File: src/rtl/circle_if.sv
// Request/pixel bundle between the control FSM, the circle engine and the vga_adapter sink.
// master = requester and pixel sink side, slave = circle engine.
interface circle_if #(
   parameter int X_W     = 8,
   parameter int Y_W     = 7,
   parameter int R_W     = 7,
   parameter int COLOR_W = 3
);
   logic               start;
   logic [X_W-1:0]     centre_x;
   logic [Y_W-1:0]     centre_y;
   logic [R_W-1:0]     radius;
   logic [COLOR_W-1:0] colour;
   logic               fill;
   logic               plot_ready;
   logic               busy;
   logic               done;
   logic [X_W-1:0]     vga_x;
   logic [Y_W-1:0]     vga_y;
   logic [COLOR_W-1:0] vga_colour;
   logic               vga_plot;

   modport master (
      output start, centre_x, centre_y, radius, colour, fill, plot_ready,
      input  busy, done, vga_x, vga_y, vga_colour, vga_plot
   );

   modport slave (
      input  start, centre_x, centre_y, radius, colour, fill, plot_ready,
      output busy, done, vga_x, vga_y, vga_colour, vga_plot
   );
endinterface

File: src/rtl/circle_engine.sv
// Midpoint circle rasteriser (outline or filled, clipped): one pixel slot per cycle, 1 INIT + 9 cycles/octant step.
// A visible pixel holds all vga outputs and the FSM until plot_ready; clipped slots never stall.
module circle_engine #(
   parameter int X_W      = 8,
   parameter int Y_W      = 7,
   parameter int R_W      = 7,
   parameter int COLOR_W  = 3,
   parameter int SCREEN_W = 160,
   parameter int SCREEN_H = 120
) (
   input  logic    clk,
   input  logic    reset,
   circle_if.slave circ
);
   localparam int MW = (X_W > Y_W) ? X_W : Y_W;
   localparam int CW = ((MW > R_W) ? MW : R_W) + 3;

   typedef logic signed [CW-1:0] sw_t;
   typedef enum logic [2:0] {S_IDLE, S_INIT, S_PLOT, S_STEP, S_DONE} state_t;

   localparam sw_t ZERO  = '0;
   localparam sw_t ONE   = sw_t'(1);
   localparam sw_t SCR_W = sw_t'(SCREEN_W);
   localparam sw_t SCR_H = sw_t'(SCREEN_H);

   state_t             state_q, state_d;
   sw_t                cx_q, cx_d, cy_q, cy_d, r_q, r_d;
   sw_t                x_q, x_d, y_q, y_d, d_q, d_d, xo_q, xo_d;
   logic [COLOR_W-1:0] col_q, col_d;
   logic               fill_q, fill_d;
   logic [2:0]         slot_q, slot_d;

   sw_t  px, py, w, x_n, y_n;
   logic in_range, plot, last, d_pos;

   // Pixel for the current slot; in fill mode slot_q[1:0] is the span and xo_q the offset from cx.
   always_comb begin
      px = cx_q;
      py = cy_q;
      w  = slot_q[1] ? y_q : x_q;
      if (fill_q) begin
         px = cx_q + xo_q;
         case (slot_q[1:0])
            2'd0:    py = cy_q + y_q;
            2'd1:    py = cy_q - y_q;
            2'd2:    py = cy_q + x_q;
            default: py = cy_q - x_q;
         endcase
      end else begin
         case (slot_q)
            3'd0:    begin px = cx_q + x_q; py = cy_q + y_q; end
            3'd1:    begin px = cx_q + y_q; py = cy_q + x_q; end
            3'd2:    begin px = cx_q - y_q; py = cy_q + x_q; end
            3'd3:    begin px = cx_q - x_q; py = cy_q + y_q; end
            3'd4:    begin px = cx_q - x_q; py = cy_q - y_q; end
            3'd5:    begin px = cx_q - y_q; py = cy_q - x_q; end
            3'd6:    begin px = cx_q + y_q; py = cy_q - x_q; end
            default: begin px = cx_q + x_q; py = cy_q - y_q; end
         endcase
      end
      in_range = !px[CW-1] && (px < SCR_W) && !py[CW-1] && (py < SCR_H);
      plot     = (state_q == S_PLOT) && in_range;
      last     = (r_q == ZERO) ||
                 (fill_q ? ((slot_q[1:0] == 2'd3) && (xo_q == w)) : (slot_q == 3'd7));
   end

   always_comb begin
      state_d = state_q;
      cx_d    = cx_q;
      cy_d    = cy_q;
      r_d     = r_q;
      col_d   = col_q;
      fill_d  = fill_q;
      x_d     = x_q;
      y_d     = y_q;
      d_d     = d_q;
      xo_d    = xo_q;
      slot_d  = slot_q;
      d_pos   = !d_q[CW-1] && (d_q != ZERO);
      y_n     = y_q + ONE;
      x_n     = d_pos ? (x_q - ONE) : x_q;
      case (state_q)
         S_IDLE: begin
            if (circ.start) begin
               cx_d    = sw_t'(circ.centre_x);
               cy_d    = sw_t'(circ.centre_y);
               r_d     = sw_t'(circ.radius);
               col_d   = circ.colour;
               fill_d  = circ.fill;
               state_d = S_INIT;
            end
         end
         S_INIT: begin
            x_d     = r_q;
            y_d     = ZERO;
            d_d     = ONE - r_q;
            xo_d    = -r_q;
            slot_d  = 3'd0;
            state_d = S_PLOT;
         end
         S_PLOT: begin
            if (!plot || circ.plot_ready) begin
               if (last) begin
                  state_d = (r_q == ZERO) ? S_DONE : S_STEP;
               end else if (fill_q && (xo_q != w)) begin
                  xo_d = xo_q + ONE;
               end else begin
                  slot_d = slot_q + 3'd1;
                  // Spans 0->1 reuse half-width x, spans 1->2 and 2->3 use y.
                  xo_d   = (slot_q[1:0] == 2'd0) ? -x_q : -y_q;
               end
            end
         end
         S_STEP: begin
            y_d     = y_n;
            x_d     = x_n;
            d_d     = d_pos ? (d_q + ((y_n - x_n) <<< 1) + ONE) : (d_q + (y_n <<< 1) + ONE);
            xo_d    = -x_n;
            slot_d  = 3'd0;
            state_d = (y_n <= x_n) ? S_PLOT : S_DONE;
         end
         S_DONE:  state_d = S_IDLE;
         default: state_d = S_IDLE;
      endcase
   end

   always_ff @(posedge clk) begin
      if (reset) begin
         state_q <= S_IDLE;
         cx_q    <= ZERO;
         cy_q    <= ZERO;
         r_q     <= ZERO;
         col_q   <= '0;
         fill_q  <= 1'b0;
         x_q     <= ZERO;
         y_q     <= ZERO;
         d_q     <= ZERO;
         xo_q    <= ZERO;
         slot_q  <= 3'd0;
      end else begin
         state_q <= state_d;
         cx_q    <= cx_d;
         cy_q    <= cy_d;
         r_q     <= r_d;
         col_q   <= col_d;
         fill_q  <= fill_d;
         x_q     <= x_d;
         y_q     <= y_d;
         d_q     <= d_d;
         xo_q    <= xo_d;
         slot_q  <= slot_d;
      end
   end

   assign circ.busy       = (state_q != S_IDLE) && (state_q != S_DONE);
   assign circ.done       = (state_q == S_DONE);
   assign circ.vga_plot   = plot;
   assign circ.vga_x      = plot ? px[X_W-1:0] : '0;
   assign circ.vga_y      = plot ? py[Y_W-1:0] : '0;
   assign circ.vga_colour = col_q;
endmodule

File: src/flat_wrapper.sv
// flat-port wrapper written by rule: the top's interface ports become plain ports
module circle_engine_flat 
#(
   parameter int X_W      = 8,
   parameter int Y_W      = 7,
   parameter int R_W      = 7,
   parameter int COLOR_W  = 3,
   parameter int SCREEN_W = 160,
   parameter int SCREEN_H = 120
)
  (clk, reset, circ_start, circ_centre_x, circ_centre_y, circ_radius, circ_colour, circ_fill, circ_plot_ready, circ_busy, circ_done, circ_vga_x, circ_vga_y, circ_vga_colour, circ_vga_plot);
  circle_if #(.X_W(X_W), .Y_W(Y_W), .R_W(R_W), .COLOR_W(COLOR_W)) circ_i ();
  input  logic clk;
  input  logic reset;
  input wire logic [$bits(circ_i.start)-1:0] circ_start;
  input wire logic [$bits(circ_i.centre_x)-1:0] circ_centre_x;
  input wire logic [$bits(circ_i.centre_y)-1:0] circ_centre_y;
  input wire logic [$bits(circ_i.radius)-1:0] circ_radius;
  input wire logic [$bits(circ_i.colour)-1:0] circ_colour;
  input wire logic [$bits(circ_i.fill)-1:0] circ_fill;
  input wire logic [$bits(circ_i.plot_ready)-1:0] circ_plot_ready;
  output wire logic [$bits(circ_i.busy)-1:0] circ_busy;
  output wire logic [$bits(circ_i.done)-1:0] circ_done;
  output wire logic [$bits(circ_i.vga_x)-1:0] circ_vga_x;
  output wire logic [$bits(circ_i.vga_y)-1:0] circ_vga_y;
  output wire logic [$bits(circ_i.vga_colour)-1:0] circ_vga_colour;
  output wire logic [$bits(circ_i.vga_plot)-1:0] circ_vga_plot;
  assign circ_i.start = circ_start;
  assign circ_i.centre_x = circ_centre_x;
  assign circ_i.centre_y = circ_centre_y;
  assign circ_i.radius = circ_radius;
  assign circ_i.colour = circ_colour;
  assign circ_i.fill = circ_fill;
  assign circ_i.plot_ready = circ_plot_ready;
  assign circ_busy = circ_i.busy;
  assign circ_done = circ_i.done;
  assign circ_vga_x = circ_i.vga_x;
  assign circ_vga_y = circ_i.vga_y;
  assign circ_vga_colour = circ_i.vga_colour;
  assign circ_vga_plot = circ_i.vga_plot;
  circle_engine #(.X_W(X_W), .Y_W(Y_W), .R_W(R_W), .COLOR_W(COLOR_W), .SCREEN_W(SCREEN_W), .SCREEN_H(SCREEN_H)) u_core (.clk(clk), .reset(reset), .circ(circ_i));
endmodule
File: config.mk
export PLATFORM = sky130hd
export DESIGN_NAME = circle_engine_flat
export DESIGN_NICKNAME = d
export VERILOG_FILES = /design/src/rtl/circle_if.sv /design/src/rtl/circle_engine.sv /design/src/flat_wrapper.sv
export SDC_FILE = /design/constraint.sdc
export NUM_CORES = 1
export LEC_CHECK = 0
export CAP_MARGIN = 40
export CORE_ASPECT_RATIO = 1.2
export CORE_MARGIN = 4
export CORE_UTILIZATION = 35
export DETAILED_ROUTE_END_ITERATION = 12
export SLEW_MARGIN = 20
export SYNTH_ARGS = -nofsm -noshare
export SYNTH_HDL_FRONTEND = slang
export SYNTH_SLANG_ARGS = --single-unit
export TNS_END_PERCENT = 5
File: constraint.sdc
create_clock -name clk -period 5.8 [get_ports clk]
set_input_delay 0.87 -clock clk [delete_from_list [all_inputs] [get_ports clk]]
set_output_delay 0.87 -clock clk [all_outputs]
set_load 0.05 [all_outputs]
==> results.toml, run 1 <==
[place]
place_hpwl_um = 28600
post-place-ws_ns = 0.0674
gp_congestion = 0.985
dpl-instance-area_um2 = 11000
io_buffers = 50

[sta]
slew_headroom_pct = 42.9
setup_viol = 0
fin_tns_setup_ns = 0
final.period_utilization_pct = 96.7
slew_viol_final = 0
fin_crit_ns = 5.61
finClkSkew_ns = 0.0157
fin_ws_ns = 0.190
final_hold_viol_count = 0
fmax_ghz = 0.178
tightestPinTransition_ns = 0.843
worst_hold_slack_ns = 0.453
rsz0062_at_grt = "true"

[power]
ir_drop_mv = 0.314
report.power.total_mw = 6.57
power_leakage_nw = 4.67
powerDensity_nw_per_um2 = 566

[synth]
synthCells = 1361
synth_top_flop_cell = "dfxtp_1"
avgSynthCellArea_um2 = 7.10
yosysWarnings = 0
ys_seq_elements = 76
synthArstFlopShare_pct = 0
synth-seq-area-share_pct = 15.7
syn-cell-area_um2 = 9670
post_synth_num_cell_types = 82
synth-edff-count = 0
synth_nets = 1481

[status]
status = "finished clean"

[route]
first_pass_iters = 6
ant_nets = 0
vias_per_cell = 5.98
route.detailed.drc = 0
totalWireLength_um = 37400
vias = 10488
wl_per_cell_um = 21.3
drt_iter0_drc = 1073

[clock_tree]
cts.sinks = 76
cts-root-buf = "clkbuf_16"
path_clk_slew_ns = 0.07
clkLatencyLatePin_ns = 0.35
cts_buffers = 9
htreeDepth = 3
ctsLongestPathBuffers = 2
cts_tree = "yes"

[global_route]
grt_max_degree = 71
gr-total-overflow = 0
grt_pass1_vias = 9977
antenna_found_initial = 0
grt_first_pass_wirelength_um = 57200
grt_usage_pct = 23.6

[worst_setup_path]
startpoint_type = "register"
end_kind = "output pin"
worst_ep_arrival_time_ns = 4.74
crit_required_ns = 4.93
r2r_setup_slack_ns = 0.88
worst-path-max-fanout = 8
critPathKind = "reg2out"

[final_layout]
area_delta_synth_final_pct = 20.0
drive_above_1_share_pct = 14.6
antennaDiodeCount = 0
num-nets-final = 1530
fin_area_um2 = 11600
final_cell_mix = "nand2_1, nor2_1, a21oi_1, xnor2_1, ha_1"
layout_commonest_cell = "nand2_1"

[floorplan]
io-pin-count = 51
die_x_um = 160
fp-row-count = 66
start_util_pct = 35.6
core-area_um2 = 27200
dieArea_um2 = 30400
die_h_um = 190

[job]
maxCapViolations = 0

[min_path]
min_path_type = "reg2reg"
-- power breakdown --
part           switching, mW  internal, mW
Combinational           3.08          2.01
Sequential             0.225         0.638
Clock                  0.272         0.345
-- layout make-up --
cell class | count | area [um2]
Multi-Input combinational cell | 1129 | 7800
Timing Repair Buffer | 129 | 1270
Tap cell | 340 | 425
Clock buffer | 9 | 225
Sequential cell | 76 | 1530
Inverter | 65 | 248
Clock inverter | 7 | 92.6
Fill cell | 2746 | 15600
-- per-stage QoR --
stage	utilization, %	cells
floorplan	-	1361
global placement	40.2	1724
detailed placement	40.3	1726
CTS	41.7	1744
global route	42.7	1755
finish	42.7	1755
-- cells in the mapped netlist, types with 13 or more instances --
cell type	instances	share of area (%)
nand2b_1	15	0.97
a31oi_1	13	0.84
a21o_1	19	1.5
xnor2_1	78	7.1
o31ai_1	15	1.2
nor2b_1	15	0.97
ha_1	82	11
a21oi_1	125	6.5
xor2_1	35	3.2
o21ai_0	78	4.0
clkbuf_1	66	2.6
buf_2	18	0.93
o211ai_1	13	1.0
a211oi_1	22	1.7
and3_1	15	0.97
nand2_1	149	5.8
inv_1	63	2.4
nand3_1	27	1.4
dfxtp_1	76	16
nor3_1	32	1.7
nor2_1	142	5.5
mux2i_1	30	3.1
-- what timing repair did --
item,4_1_cts,5_1_grt
hold buffers,0,0
hold endpoints to repair,0,0
gates resized for setup,10,55
setup buffers,2,10
pin swaps,4,10
endpoints found under the setup margin,16,16
-- layer usage --
layer / routed length [um] / global-route usage [%] / vias to the layer above
li1: - / - / 5007
met4: 1560 / 9.52 / 0
met5: 0 / 0 / -
met1: 15600 / 30.1 / 4978
met2: 18100 / 40.9 / 410
met3: 2090 / 2.08 / 93
-- final timing paths --
| path | cells after the start | end | from |
|---|---|---|---|
| worst min-delay path | 2 | u_core.circ.vga_colour[2]$_SDFFE_PP0P_ | u_core.circ.vga_colour[2]$_SDFFE_PP0P_ |
| worst max-delay path | 22 | circ_vga_x[3] | u_core.y_q[0]$_SDFFE_PP0N_ |
| worst max register to register | 19 | u_core.d_q[10]$_SDFFE_PP0N_ | u_core.d_q[4]$_SDFFE_PP0N_ |
| worst min register to register | 2 | u_core.circ.vga_colour[2]$_SDFFE_PP0P_ | u_core.circ.vga_colour[2]$_SDFFE_PP0P_ |
-- sequential cells by signal, summed over array words and instances, names as in the netlist --
signal and count:
u_core.slot_q 3, u_core.fill_q 1, u_core.r_q 7, u_core.y_q 11
u_core.d_q 11, u_core.xo_q 11, u_core.cx_q 8, u_core.state_q 3
u_core.circ.vga_colour 3, u_core.x_q 11, u_core.cy_q 7
-- critical path, cell delays in order (launching register included) --
cell and delay [ns]:
dfxtp_2 0.35, or4_4 0.54, nor2_1 0.10, buf_4 0.15, nand2_1 0.10, a21oi_2 0.14, a21oi_1 0.06, a221oi_2 0.18
buf_4 0.16, a21oi_1 0.12, ha_1 0.36, a21oi_1 0.08, and2_1 0.17, a21oi_2 0.14, buf_4 0.13, nand3_1 0.08
nor4_2 0.31, buf_4 0.16, o32ai_4 0.08, or3_4 0.51, buf_6 0.17, nor2_2 0.14, buf_12 0.15
-- cell families after synthesis --
| family | count (synthesis) | share of synthesized area, % |
|---|---|---|
| and+or+nand+nor | 477 | 23.2 |
| AOI/OAI and AO/OA | 415 | 28.6 |
| buffers and inverters | 156 | 6.41 |
| xor gates and xnor gates | 113 | 10.2 |
| muxes | 34 | 3.57 |
| DFF | 76 | 15.7 |
| adders and majority gates | 90 | 12.3 |
Note: power is estimated with default switching activity, not from simulation.
==> run 2: changes to the inputs <==
CORE_UTILIZATION = 57   (was 35)
HOLD_SLACK_MARGIN = 0.06   (was default)
PLACE_DENSITY = 0.79   (was default)
==> results.toml, run 2 (synthesized netlist as in run 1, its figures left out) <==
[global_route]
grt_pass1_vias = 10116
gr-total-overflow = 0
met3_usage_pct = 5.32
gr-usage-met1_pct = 43.3
grt_max_degree = 41
busiest_layer = "met2"
use_met2_pct = 59.2
antenna_found_initial = 0
grt_usage_pct = 36.1
grt_first_pass_wirelength_um = 54700

[route]
totalWireLength_um = 35400
route.detailed.drc = 0
ant_nets = 0
vias = 10753
wl_per_cell_um = 22.0
first_pass_iters = 6
drt_iter0_drc = 1195
vias_per_cell = 6.68

[power]
p_comb_share_pct = 77.5
powerDensity_nw_per_um2 = 578
seqPwrFrac_pct = 13.2
ir_drop_mv = 0.651
power_leakage_nw = 4.60
report.power.total_mw = 6.51
p_sw_share_pct = 54.6
p_int_mw = 2.96
p_sw_mw = 3.55
clkPwrFrac_pct = 9.3

[worst_setup_path]
end_kind = "output pin"
worst-path-max-fanout = 11
reg2reg_depth = 18
critPathLaunch = "u_core.x_q[3]$_SDFFE_PP0N_"
critPathKind = "reg2out"
timing.rr.end = "u_core.d_q[10]$_SDFFE_PP0N_"
endpoint = "circ_vga_x[2]"
worst_ep_arrival_time_ns = 4.90
reg2reg_from = "u_core.d_q[0]$_SDFFE_PP0N_"
cp_cell_sequence = "inv_1 > ha_1 > a21boi_0 > o32ai_2 > o32ai_1 > mux2i_1 > or4_1 > a22o_1 > or3_4 > buf_4 > nor2_4 > buf_12"
r2r_setup_slack_ns = 0.84
slowest_stage = "dfxtp_1"
startpoint_type = "register"
crit_required_ns = 4.93
slowest_delay_ns = 0.65

[floorplan]
io-pin-count = 51
fp-row-count = 51
core-area_um2 = 16500
die_h_um = 151
dieArea_um2 = 19100
start_util_pct = 58.7
die_x_um = 127

[place]
place_hpwl_um = 26800
post-place-ws_ns = -0.131
gp_congestion = 1.10
dp_cells = 1584
io_buffers = 50

[clock_tree]
cts_buffers = 9
holdBufCountCts = 0
path_clk_slew_ns = 0.07
cts_tree = "yes"
cts.sinks = 76
cts-root-buf = "clkbuf_16"
htreeDepth = 3
ctsLongestPathBuffers = 2
clkLatencyLatePin_ns = 0.36

[sta]
slew_headroom_pct = 41.9
fmax_ghz = 0.173
final.period_utilization_pct = 99.5
fin_crit_ns = 5.77
slew_viol_final = 0
worst_hold_slack_ns = 0.454
finClkSkew_ns = 0.0126
final_hold_viol_count = 0
tightestPinTransition_ns = 0.871
setup_viol = 0
fin_ws_ns = 0.0293

[status]
status = "finished clean"

[min_path]
hold-path-cell-count = 2
min_path_type = "reg2reg"

[final_layout]
fillers = 1480
drive_above_1_share_pct = 12.9
num-nets-final = 1512
fin_cells = 1609
final-seq-area_um2 = 1530
multiInputGateArea_um2 = 7800
layout_commonest_cell = "nand2_1"
area_delta_synth_final_pct = 16.7
final_cell_mix = "nand2_1, nor2_1, a21oi_1, xnor2_1, ha_1"
antennaDiodeCount = 0
final_util_pct = 68.5

[job]
maxCapViolations = 0
[run 2: cell types whose count changed in the layout (fill, tap and decap cells not counted), sizes merged]
cell	delta
buf	-19
inv	-1
or3	+1
clkinvlp	+1
[run 2: power groups by stage]
| stage | sequential [mW] | clock (mW) | combinational (mW) |
|---|---|---|---|
| floorplan | 0.754 | 0 | 3.54 |
| CTS | 0.850 | 0.610 | 4.88 |
| finish | 0.862 | 0.604 | 5.05 |
| detailed placement | 0.860 | 0 | 4.80 |
| global placement | 0.855 | 0 | 4.72 |
| global route | 0.878 | 0.629 | 5.46 |
[run 2: stage by stage]
stage | cell area [um2] | setup TNS [ns]
after floorplan | 9750 | 0
after global placement | 10700 | 0
after detailed placement | 10700 | -0.705
after CTS | 11100 | 0
after global routing | 11300 | -0.488
final | 11300 | 0
[run 2: metal layers]
layer  up-vias  wire (um)
met3       160       2720
met2       595      16400
met4         0       2750
met5         -          0
met1      5037      13500
li1       4961          -
[run 2: worst min-delay path by stage]
stage | from | endpoint | slack, ns
6_report | u_core.circ.vga_colour[0]$_SDFFE_PP0P_ | u_core.circ.vga_colour[0]$_SDFFE_PP0P_ | 0.45
5_1_grt | u_core.circ.vga_colour[2]$_SDFFE_PP0P_ | u_core.circ.vga_colour[2]$_SDFFE_PP0P_ | 0.47
4_1_cts | u_core.circ.vga_colour[0]$_SDFFE_PP0P_ | u_core.circ.vga_colour[0]$_SDFFE_PP0P_ | 0.46
3_5_place_dp | u_core.circ.vga_colour[0]$_SDFFE_PP0P_ | u_core.circ.vga_colour[0]$_SDFFE_PP0P_ | 0.45
3_3_place_gp | u_core.circ.vga_colour[2]$_SDFFE_PP0P_ | u_core.circ.vga_colour[2]$_SDFFE_PP0P_ | 0.44
2_1_floorplan | u_core.cx_q[0]$_SDFFE_PP0P_ | u_core.cx_q[0]$_SDFFE_PP0P_ | 0.44
[run 2: final cells by class]
type / instances / share of cell area (%)
clock buffer: 9 / 2.00
clock inverter: 7 / 0.743
inverter: 65 / 2.20
multi-input combinational: 1130 / 69.2
sequential: 76 / 13.5
tap: 212 / 2.35
timing repair buffer: 110 / 9.97
[run 2: what timing repair did]
| action | 4_1_cts | 5_1_grt |
|---|---|---|
| pin swaps | 5 | 14 |
| gates resized for setup | 18 | 36 |
| gates cloned | 1 | 0 |
| hold endpoints to repair | 0 | 0 |
| setup endpoints to repair | 16 | 16 |
| buffers inserted | 6 | 2 |
[run 2: worst max-delay path: cells and delay by family, from the launching register on]
family,cells,cell delay [ns]
AO/OA/AOI/OAI,4,1.42
adder cells (fa/ha/maj),1,0.58
buffers and inverters,3,0.66
flip-flops,1,0.65
multiplexers,1,0.11
AND/OR/NAND/NOR,3,1.09
